**config.mk**
```make
export PLATFORM = sky130hd
export DESIGN_NAME = fft4_input_framer_flat
export DESIGN_NICKNAME = d
export VERILOG_FILES = /design/src/rtl/fft_pkg.sv /design/src/rtl/fft4_input_framer_if.sv /design/src/rtl/fft_valid_delay.sv /design/src/rtl/fft4_input_framer.sv /design/src/flat_wrapper.sv
export SDC_FILE = /design/constraint.sdc
export NUM_CORES = 1
export LEC_CHECK = 0
export ABC_AREA = 0
export CORE_MARGIN = 3
export CORE_UTILIZATION = 24
export CTS_CLUSTER_SIZE = 10
export DETAILED_ROUTE_END_ITERATION = 10
export SLEW_MARGIN = 20
export SYNTH_ARGS = -nofsm -noshare
export SYNTH_HDL_FRONTEND = slang
export SYNTH_SLANG_ARGS = --single-unit
export TNS_END_PERCENT = 30
```
**constraint.sdc**
```tcl
create_clock -name clk -period 3.5 [get_ports clk]
set_input_delay 0.7 -clock clk [delete_from_list [all_inputs] [get_ports clk]]
set_output_delay 0.7 -clock clk [all_outputs]
set_load 0.02 [all_outputs]
```
**src/rtl/fft_pkg.sv**
```systemverilog
// Shared FFT definitions for the compff4 front end and its neighbours.
package fft_pkg;
  localparam int SAMPLE_W = 16;
  localparam int FFT_N    = 4;
  localparam int FFT4_LAT = 2;   // compff4 pipeline depth, ce -> y valid

  typedef struct packed {
    logic signed [SAMPLE_W-1:0] re;
    logic signed [SAMPLE_W-1:0] im;
  } cplx_t;
endpackage

```
**src/rtl/fft4_input_framer_if.sv**
```systemverilog
// Sample stream in, parallel FFT frame out, plus status.
interface fft4_input_framer_if #(parameter int SAMPLE_W = fft_pkg::SAMPLE_W);
  logic                       s_valid, s_ready, s_last;
  logic signed [SAMPLE_W-1:0] s_re, s_im;
  logic                       m_ready;
  logic signed [SAMPLE_W-1:0] xa1, xa2, xa3, xa4;
  logic signed [SAMPLE_W-1:0] imga1, imga2, imga3, imga4;
  logic                       fft_ce, fft_out_valid, err_frame;

  modport slave (
    input  s_valid, s_re, s_im, s_last, m_ready,
    output s_ready, xa1, xa2, xa3, xa4, imga1, imga2, imga3, imga4,
           fft_ce, fft_out_valid, err_frame
  );

  modport master (
    output s_valid, s_re, s_im, s_last, m_ready,
    input  s_ready, xa1, xa2, xa3, xa4, imga1, imga2, imga3, imga4,
           fft_ce, fft_out_valid, err_frame
  );
endinterface

```
**src/rtl/fft_valid_delay.sv**
```systemverilog
// N-deep 1-bit delay line; aligns a strobe with a fixed-latency pipeline.
module fft_valid_delay #(
  parameter int DEPTH = 2   // must be >= 1
) (
  input  logic clk,
  input  logic rst_n,
  input  logic din,
  output logic dout
);
  logic [DEPTH-1:0] vld_pipe;

  // shift the strobe one stage per cycle; reset drops anything in flight
  always_ff @(posedge clk or negedge rst_n) begin
    if (!rst_n) vld_pipe <= '0;
    else begin
      vld_pipe[0] <= din;
      for (int i = 1; i < DEPTH; i++) vld_pipe[i] <= vld_pipe[i-1];
    end
  end

  assign dout = vld_pipe[DEPTH-1];
endmodule

```
**src/rtl/fft4_input_framer.sv**
```systemverilog
// Packs a serial I/Q stream into 4-sample frames (ping-pong banks) and
// presents each frame in parallel to compff4 with a one-cycle fft_ce.
module fft4_input_framer
  import fft_pkg::FFT_N;
  import fft_pkg::FFT4_LAT;
#(
  parameter int SAMPLE_W = fft_pkg::SAMPLE_W,
  parameter int FFT_LAT  = FFT4_LAT   // must be >= 1
) (
  input logic                 clk,
  input logic                 rst_n,
  fft4_input_framer_if.slave  bus
);
  typedef logic [FFT_N-1:0][SAMPLE_W-1:0] frame_t;

  frame_t [1:0] bank_re, bank_im;
  frame_t       out_re, out_im;
  logic   [1:0] wr_idx;
  logic         wr_bank, rd_bank;
  logic   [1:0] full, full_nxt;
  logic         err_frame, fft_ce;
  logic         acc, wr_done, wr_early, rd;

  // second bank filling blocks input; purely registered, no m_ready path
  assign bus.s_ready = ~(full[0] & full[1]);
  assign acc         = bus.s_valid & bus.s_ready;
  assign wr_done     = acc & (wr_idx == 2'd3);
  assign wr_early    = acc & (wr_idx != 2'd3) & bus.s_last;
  assign rd          = full[rd_bank] & bus.m_ready;

  // sample storage; an aborted partial frame is simply overwritten later
  always_ff @(posedge clk) begin
    if (acc) begin
      bank_re[wr_bank][wr_idx] <= bus.s_re;
      bank_im[wr_bank][wr_idx] <= bus.s_im;
    end
  end

  // a read and a completing write always target different banks
  always_comb begin
    full_nxt = full;
    if (rd)      full_nxt[rd_bank] = 1'b0;
    if (wr_done) full_nxt[wr_bank] = 1'b1;
  end

  // write-side framing, bank flags and sticky error
  always_ff @(posedge clk or negedge rst_n) begin
    if (!rst_n) begin
      wr_idx    <= '0;
      wr_bank   <= 1'b0;
      full      <= '0;
      err_frame <= 1'b0;
    end else begin
      full <= full_nxt;
      if (wr_done) begin
        wr_idx  <= '0;
        wr_bank <= ~wr_bank;
        if (!bus.s_last) err_frame <= 1'b1;
      end else if (wr_early) begin
        wr_idx    <= '0;   // drop partial frame, resync on next sample
        err_frame <= 1'b1;
      end else if (acc) begin
        wr_idx <= wr_idx + 2'd1;
      end
    end
  end

  // read side: drain oldest full bank into the FFT input registers
  always_ff @(posedge clk or negedge rst_n) begin
    if (!rst_n) begin
      rd_bank <= 1'b0;
      fft_ce  <= 1'b0;
      out_re  <= '0;
      out_im  <= '0;
    end else begin
      fft_ce <= rd;
      if (rd) begin
        out_re  <= bank_re[rd_bank];
        out_im  <= bank_im[rd_bank];
        rd_bank <= ~rd_bank;
      end
    end
  end

  fft_valid_delay #(.DEPTH(FFT_LAT)) u_vld (
    .clk  (clk),
    .rst_n(rst_n),
    .din  (fft_ce),
    .dout (bus.fft_out_valid)
  );

  assign bus.fft_ce    = fft_ce;
  assign bus.err_frame = err_frame;
  assign bus.xa1   = out_re[0];
  assign bus.xa2   = out_re[1];
  assign bus.xa3   = out_re[2];
  assign bus.xa4   = out_re[3];
  assign bus.imga1 = out_im[0];
  assign bus.imga2 = out_im[1];
  assign bus.imga3 = out_im[2];
  assign bus.imga4 = out_im[3];
endmodule

```
**src/flat_wrapper.sv**
```systemverilog
// flat-port wrapper written by rule: the top's interface ports become plain ports
module fft4_input_framer_flat import fft_pkg::FFT_N; import fft_pkg::FFT4_LAT;
#(
  parameter int SAMPLE_W = fft_pkg::SAMPLE_W,
  parameter int FFT_LAT  = FFT4_LAT                  
)
  (clk, rst_n, bus_s_valid, bus_s_re, bus_s_im, bus_s_last, bus_m_ready, bus_s_ready, bus_xa1, bus_xa2, bus_xa3, bus_xa4, bus_imga1, bus_imga2, bus_imga3, bus_imga4, bus_fft_ce, bus_fft_out_valid, bus_err_frame);
  fft4_input_framer_if #(.SAMPLE_W(SAMPLE_W)) bus_i ();
  input logic clk;
  input logic rst_n;
  input wire logic [$bits(bus_i.s_valid)-1:0] bus_s_valid;
  input wire logic [$bits(bus_i.s_re)-1:0] bus_s_re;
  input wire logic [$bits(bus_i.s_im)-1:0] bus_s_im;
  input wire logic [$bits(bus_i.s_last)-1:0] bus_s_last;
  input wire logic [$bits(bus_i.m_ready)-1:0] bus_m_ready;
  output wire logic [$bits(bus_i.s_ready)-1:0] bus_s_ready;
  output wire logic [$bits(bus_i.xa1)-1:0] bus_xa1;
  output wire logic [$bits(bus_i.xa2)-1:0] bus_xa2;
  output wire logic [$bits(bus_i.xa3)-1:0] bus_xa3;
  output wire logic [$bits(bus_i.xa4)-1:0] bus_xa4;
  output wire logic [$bits(bus_i.imga1)-1:0] bus_imga1;
  output wire logic [$bits(bus_i.imga2)-1:0] bus_imga2;
  output wire logic [$bits(bus_i.imga3)-1:0] bus_imga3;
  output wire logic [$bits(bus_i.imga4)-1:0] bus_imga4;
  output wire logic [$bits(bus_i.fft_ce)-1:0] bus_fft_ce;
  output wire logic [$bits(bus_i.fft_out_valid)-1:0] bus_fft_out_valid;
  output wire logic [$bits(bus_i.err_frame)-1:0] bus_err_frame;
  assign bus_i.s_valid = bus_s_valid;
  assign bus_i.s_re = bus_s_re;
  assign bus_i.s_im = bus_s_im;
  assign bus_i.s_last = bus_s_last;
  assign bus_i.m_ready = bus_m_ready;
  assign bus_s_ready = bus_i.s_ready;
  assign bus_xa1 = bus_i.xa1;
  assign bus_xa2 = bus_i.xa2;
  assign bus_xa3 = bus_i.xa3;
  assign bus_xa4 = bus_i.xa4;
  assign bus_imga1 = bus_i.imga1;
  assign bus_imga2 = bus_i.imga2;
  assign bus_imga3 = bus_i.imga3;
  assign bus_imga4 = bus_i.imga4;
  assign bus_fft_ce = bus_i.fft_ce;
  assign bus_fft_out_valid = bus_i.fft_out_valid;
  assign bus_err_frame = bus_i.err_frame;
  fft4_input_framer #(.SAMPLE_W(SAMPLE_W), .FFT_LAT(FFT_LAT)) u_core (.clk(clk), .rst_n(rst_n), .bus(bus_i));
endmodule
```
# Word-level counts from Yosys, hierarchy flattened
# Index checks and enable logic that the tools add are counted.
[op_classes]
add_sub_neg = 1
bitwise_logic = 12
n_eq_ne = 3
n_mux = 24
n_lt_le_gt_ge = 6
reduce_logical = 6
[ops]
columns = ["cell", "n"]
rows = [
  ["64-bit 2-to-1 mux", 5],
  ["128-bit bitwise mux", 2],
  ["64-bit demux with 1-bit select", 1],
  ["16-bit demux with 2-bit select", 1],
  ["16-bit 2-to-1 mux", 1],
  ["2-bit 2-to-1 mux", 5],
  ["1-bit 2-to-1 mux", 7],
  ["1-bit bitwise AND", 6],
  ["1-bit by 2-bit < comparator with 1-bit output, second input constant", 2],
  ["2-bit != test, second input constant", 2],
  ["1-bit logical AND", 3],
  ["2-bit by 3-bit < comparator with 1-bit output, second input constant", 1],
  ["1-bit NOT", 3],
  ["3-bit nonzero test", 1],
  ["2-bit by 1-bit adder with 2-bit output, second input constant", 1],
  ["2-bit bitwise AND", 1],
  ["1-bit demux with 1-bit select", 2],
  ["2-bit == test, second input constant", 1],
  ["1-bit >= comparator, second input constant", 2],
  ["2-bit by 1-bit >= comparator with 1-bit output, second input constant", 1],
  ["2-bit NOT", 1],
  ["2-bit bitwise OR", 1],
  ["2-bit AND reduction", 1],
  ["2-bit nonzero test", 1],
]
[word_totals]
register_bits = 394
elab_cells = 83
in_bits = 37
out_inout_bits = 132

# Depth between registers and ports, before layout
[logic_depth]
ltp_word = 9
ltp_mapped = 6
ltp_nobuf = 4

# By module
# From an unflattened synthesis, not the netlist that was laid out.
[unflattened]
hier_cells = 887
area_unflattened_um2 = 14572.7
[by_module_without_submodules]
columns = ["mod", "instances", "area_each_um2", "cells_each", "seq_area_each_um2"]
rows = [
  ["fft4_input_framer", 1, 14522.7, 885, 11090.6],
  ["fft_valid_delay", 1, 50.0, 2, 50.0],
]

# Worst setup path before layout
# No wires, ideal clock.
[synth_timing]
path_type = "in2reg"
start = "in bus_s_valid"
end = "reg u_core.bank_im[48] (netlist name) (enable)"
n_path_buf = 1
arrival_ps = 2631
setup_ps = 421
path_slack_ps = 448
required_ps = 3079
stages = 4
cell_sequence = "a21boi_0 > clkbuf_1 > nand2_1 > nor2_1"
[synth_between]
elab_chain_len = 1
[synth_rtl]
columns = ["item", "line", "rtl"]
rows = [
  ["from (decl)", "flat_wrapper.sv:11", "input wire logic [$bits(bus_i.s_valid)-1:0] bus_s_valid;"],
  ["1-bit bitwise AND", "fft4_input_framer.sv:26", "assign acc = bus.s_valid & bus.s_ready;"],
  ["to (signal, indexed assignment)", "fft4_input_framer.sv:35", "bank_im[wr_bank][wr_idx] <= bus.s_im;"],
  ["to (decl)", "fft4_input_framer.sv:16", "frame_t [1:0] bank_re, bank_im;"],
]
# Every way passes these cells.
# A chain may end at the register's enable or synchronous reset.

# Worst setup path after layout
[layout_timing]
start = "reg u_core.full[0]"
end = "out bus_s_ready"
[layout_between]
elab_chain_len = 2
[layout_rtl]
columns = ["item", "line", "rtl"]
rows = [
  ["from (decl)", "fft4_input_framer.sv:20", "logic [1:0] full, full_nxt;"],
  ["from (signal assigned)", "fft4_input_framer.sv:54", "full <= full_nxt;"],
  ["1-bit bitwise AND", "fft4_input_framer.sv:25", "assign bus.s_ready = ~(full[0] & full[1]);"],
  ["1-bit NOT", "fft4_input_framer.sv:25", ""],
  ["to (decl)", "flat_wrapper.sv:16", "output wire logic [$bits(bus_i.s_ready)-1:0] bus_s_ready;"],
]
# Every way passes these cells.

==> out/summary.md <==
The run finished with clean final reports. Yosys mapped a number of flops with a built-in enable equal to 256. After clock tree synthesis, the clock-pin slew on the worst setup and hold paths is 60 ps. The half-perimeter wire length after placement is 24000 um, and the relative slew slack is 0.407. Of all nets on the critical path, the largest fanout is 5. The run gives 54800 um as the wire length of the first global-routing pass. Setup repair after global routing left no endpoint under its margin. The total overflow left after global routing is 0.

Number of setup violations in the final report: 0. The count of unique library cells instantiated by Yosys was 23; the initial antenna violation count was 2. The run gives 0.321 as the part of the power in combinational logic.

The analysis attributes to net switching a power of 5.38 mW. VDD sags by at most 0.452 mV. The portion of total power attributed to the clock network came out at 0.266. The fraction of synthesized cell area taken by the top area cell type was 0.528. The via count normalized by instance count was 4.38; the sequential share of power was 0.412.

The average routed wire per standard cell was 20.0 um. The run gives 0 as the count of instances resized after the clock tree is built. The overall fraction of global-route tracks in use is 0.114, and the final net count is 1090.

Delay of the slowest cell on the worst path: 620 ps. The number of nets handed over by synthesis was 928. Among all flip-flop cells after synthesis, the most frequent one is sky130_fd_sc_hd__edfxtp_1.

The run gives 0 ps as the final sum of negative setup slack. The starting utilization of the core area is 0.245, and the placement-stage cell area is 0.0171 mm^2. During I/O placement, the number of pins put on the boundary was 169. Via count of the first global-routing pass: 8225. After clock tree synthesis, the setup repair step added 0 buffers.

The total count of hold-check failures in the final report came out at 0. The cell at the slowest stage of the critical path is sky130_fd_sc_hd__clkdlybuf4s50_1. The logs give 887 for the synthesized netlist cell count and 89 for the number of placement rows.

Vertical die dimension: 252 um. The slew at the pin with the worst max-slew slack came out at 890 ps. Dominant cell type by area after synthesis: sky130_fd_sc_hd__edfxtp_1.

The run gives 0 as the number of antenna cells inserted. The critical path launch point type was a register. For flop-to-flop paths, the worst setup slack is 1250 ps.

Measured along the x axis, the die boundary spans 252 um. After floorplanning, the core was sized to cover 0.0596 mm^2. For the leakage power summed over all cells, the log shows 6.74 nW. For the worst setup path, the data required time is 2800 ps.

The final layout contains routed wiring with a total length of 37100 um. The H-tree generated during clock tree synthesis spans 2 levels. Proportion of synthesized chip area in sequential cells: 0.764. CTS saw 394 sinks.

The clock passes through at most 3 buffers. Dividing the synthesized area by the synthesized cell count gives 16.4 um^2. On the final layout, the worst clock skew is 24.6 ps.

Once detail routing completed, the nets flagged for antenna violations numbered 0. The number of vias after detailed routing is 8134, and the number of DRC markers after the initial detailed-route iteration is 580. The overall die area is 0.0637 mm^2, and the number of warnings printed during yosys synthesis is 0.

The pre-antenna-repair detailed-routing pass consisted of 4 iterations. The part of the cycle the worst path needs came out at 0.706. STA classifies the critical path endpoint as a primary output. Ranked by total cell area, the synthesized netlist is headed by sky130_fd_sc_hd__edfxtp_1 (53%), sky130_fd_sc_hd__dfrtp_1 (24%), sky130_fd_sc_hd__mux2i_1 (8.8%).

The final critical delay including setup and external delays works out to 2470 ps. The clock reaches the later pin of the worst-skew pair after 560 ps. The fraction of final layout cells sized beyond drive strength 1 was 0.0765. TritonCTS built the clock tree. In this run the worst hold path is classified as primary input to async pin. Clock tree synthesis selected as its root buffer the cell sky130_fd_sc_hd__clkbuf_16. The logs give 0.0146 mm^2 for the synthesized cell area and 127 for the pin count of the biggest net entering global routing. Dividing total power by cell area gives a power density of 880 mW/mm^2. The critical path in this run is classified as register to primary output. The internal power of the cells totals 10.8 mW.

After clock tree synthesis, the flow added hold-fix buffers numbering 0. Leaving out fill and tap cells, the most frequent cell in the layout is sky130_fd_sc_hd__edfxtp_1. The tools report the number of buffers added by the clock tree synthesis step as 46. The tools report the count of final max-slew check failures as 0. Max-cap violations in this run came to 0.

The async set-reset flop share out of synthesis is 0.350, and the switching share of power is 0.332. The final instance area is 0.0184 mm^2. Buffers placed on the I/O ports in this run total 168. At the end of routability-driven placement, the weighted congestion stood at 0.737.

Walking the worst path, the cells encountered are nand2_1 -> clkdlybuf4s50_1. STA puts the critical path data arrival time at 1770 ps. The signed area change from the synthesized netlist to the final layout works out to 26.4%. In the routed design, unresolved DRC markers number 0. In the layout the commonest cells are sky130_fd_sc_hd__edfxtp_1 (256), sky130_fd_sc_hd__clkdlybuf4s50_1 (166), sky130_fd_sc_hd__dfrtp_1 (137).

In this run, synthesis produced a sequential element count of 394. Static timing analysis puts the maximum clock frequency at 405 MHz.
-- sequential cells by signal (all words and copies together) (netlist names) --
name and flops:
u_core.bus.xa2 16, u_core.bus.xa1 16, u_core.bus.imga2 16, u_core.wr_idx 2, u_core.bus.imga3 16, u_core.bus.imga1 16, u_core.bus.xa4 16, u_core.full 2
u_core.bank_re 128, u_core.bus.err_frame 1, u_core.rd_bank 1, u_core.wr_bank 1, u_core.bus.fft_ce 1, u_core.bank_im 128, u_core.bus.xa3 16, u_core.u_vld.vld_pipe 2
u_core.bus.imga4 16
-- synth_stat cells (all sizes together) (2+ instances only) --
library cell  number
a21o               2
a21oi            129
a31oi            129
and2               3
and3               4
buf               44
clkbuf            29
dfrtp            138
edfxtp           256
ha                 4
inv                4
mux2i            128
nand2              4
nand3              2
nor2               2
o21ai              4
-- final timing paths --
path | from | endpoint | depth (start not counted)
setup / recovery | u_core.full[0]$_DFF_PN0_ | bus_s_ready | 2
hold / removal | rst_n | u_core.bus.xa3[6]$_DFFE_PN0N_ | 1
setup reg to reg | u_core.rd_bank$_DFFE_PN0N_ | u_core.bus.xa3[15]$_DFFE_PN0N_ | 4
hold reg to reg | u_core.u_vld.vld_pipe[0]$_DFF_PN0_ | u_core.u_vld.vld_pipe[1]$_DFF_PN0_ | 0
max in group asynchronous | rst_n | u_core.bus.imga2[9]$_DFFE_PN0N_ | 2
min in group clk | u_core.u_vld.vld_pipe[0]$_DFF_PN0_ | u_core.u_vld.vld_pipe[1]$_DFF_PN0_ | 0
-- area by class of cell --
cell class	instances	area (um^2)
clock buffer	77	1290
fill	5780	41200
sequential	394	11100
timing repair buffer	187	1950
tap	773	967
inverter	4	15.0
clock inverter	7	85.1
multi-input combinational	416	2970
-- power groups by stage --
stage / registers (mW) / clock network [mW] / logic, mW
finish: 6.68 / 4.32 / 5.21
global route: 6.80 / 4.64 / 5.61
detailed placement: 6.78 / 0 / 5.30
CTS: 6.71 / 4.46 / 5.31
global placement: 6.74 / 0 / 5.27
floorplan: 7.50 / 0 / 2.01
-- stage by stage --
step / instances / hold WS [ps] / power [mW] / utilization / setup slack, ps
finish: 1858 / 237 / 16.2 / 0.309 / 1030
floorplan: 887 / 331 / 9.51 / - / 448
CTS: 1858 / 267 / 16.5 / 0.309 / 968
global route: 1858 / 304 / 17.1 / 0.309 / 980
detailed placement: 1774 / 348 / 12.1 / 0.286 / 731
global placement: 1774 / 339 / 12.0 / 0.286 / 704
-- critical path, delay by kind of cell, from the launching register on --
family | cells | cell delay (ps)
flip-flops | 1 | 440
AND/OR/NAND/NOR | 1 | 150
buffers and inverters | 1 | 620
-- cells by family after synthesis --
group | share of synthesized area
buffers and inverters | 0.0337
AO/OA/AOI/OAI | 0.103
AND/OR/NAND/NOR | 0.00567
adder cells (fa/ha/maj) | 0.00343
multiplexers | 0.0889
XOR/XNOR | 0.00120
flip-flops | 0.764
-- metal layers --
layer,vias up,share of wire,global-route usage
met4,4,0.018,0.0287
met3,48,0.072,0.0383
met5,-,0.00057,0
met1,4147,0.42,0.142
met2,169,0.49,0.190
li1,3766,-,-
Note: power is estimated with default switching activity, not from simulation.
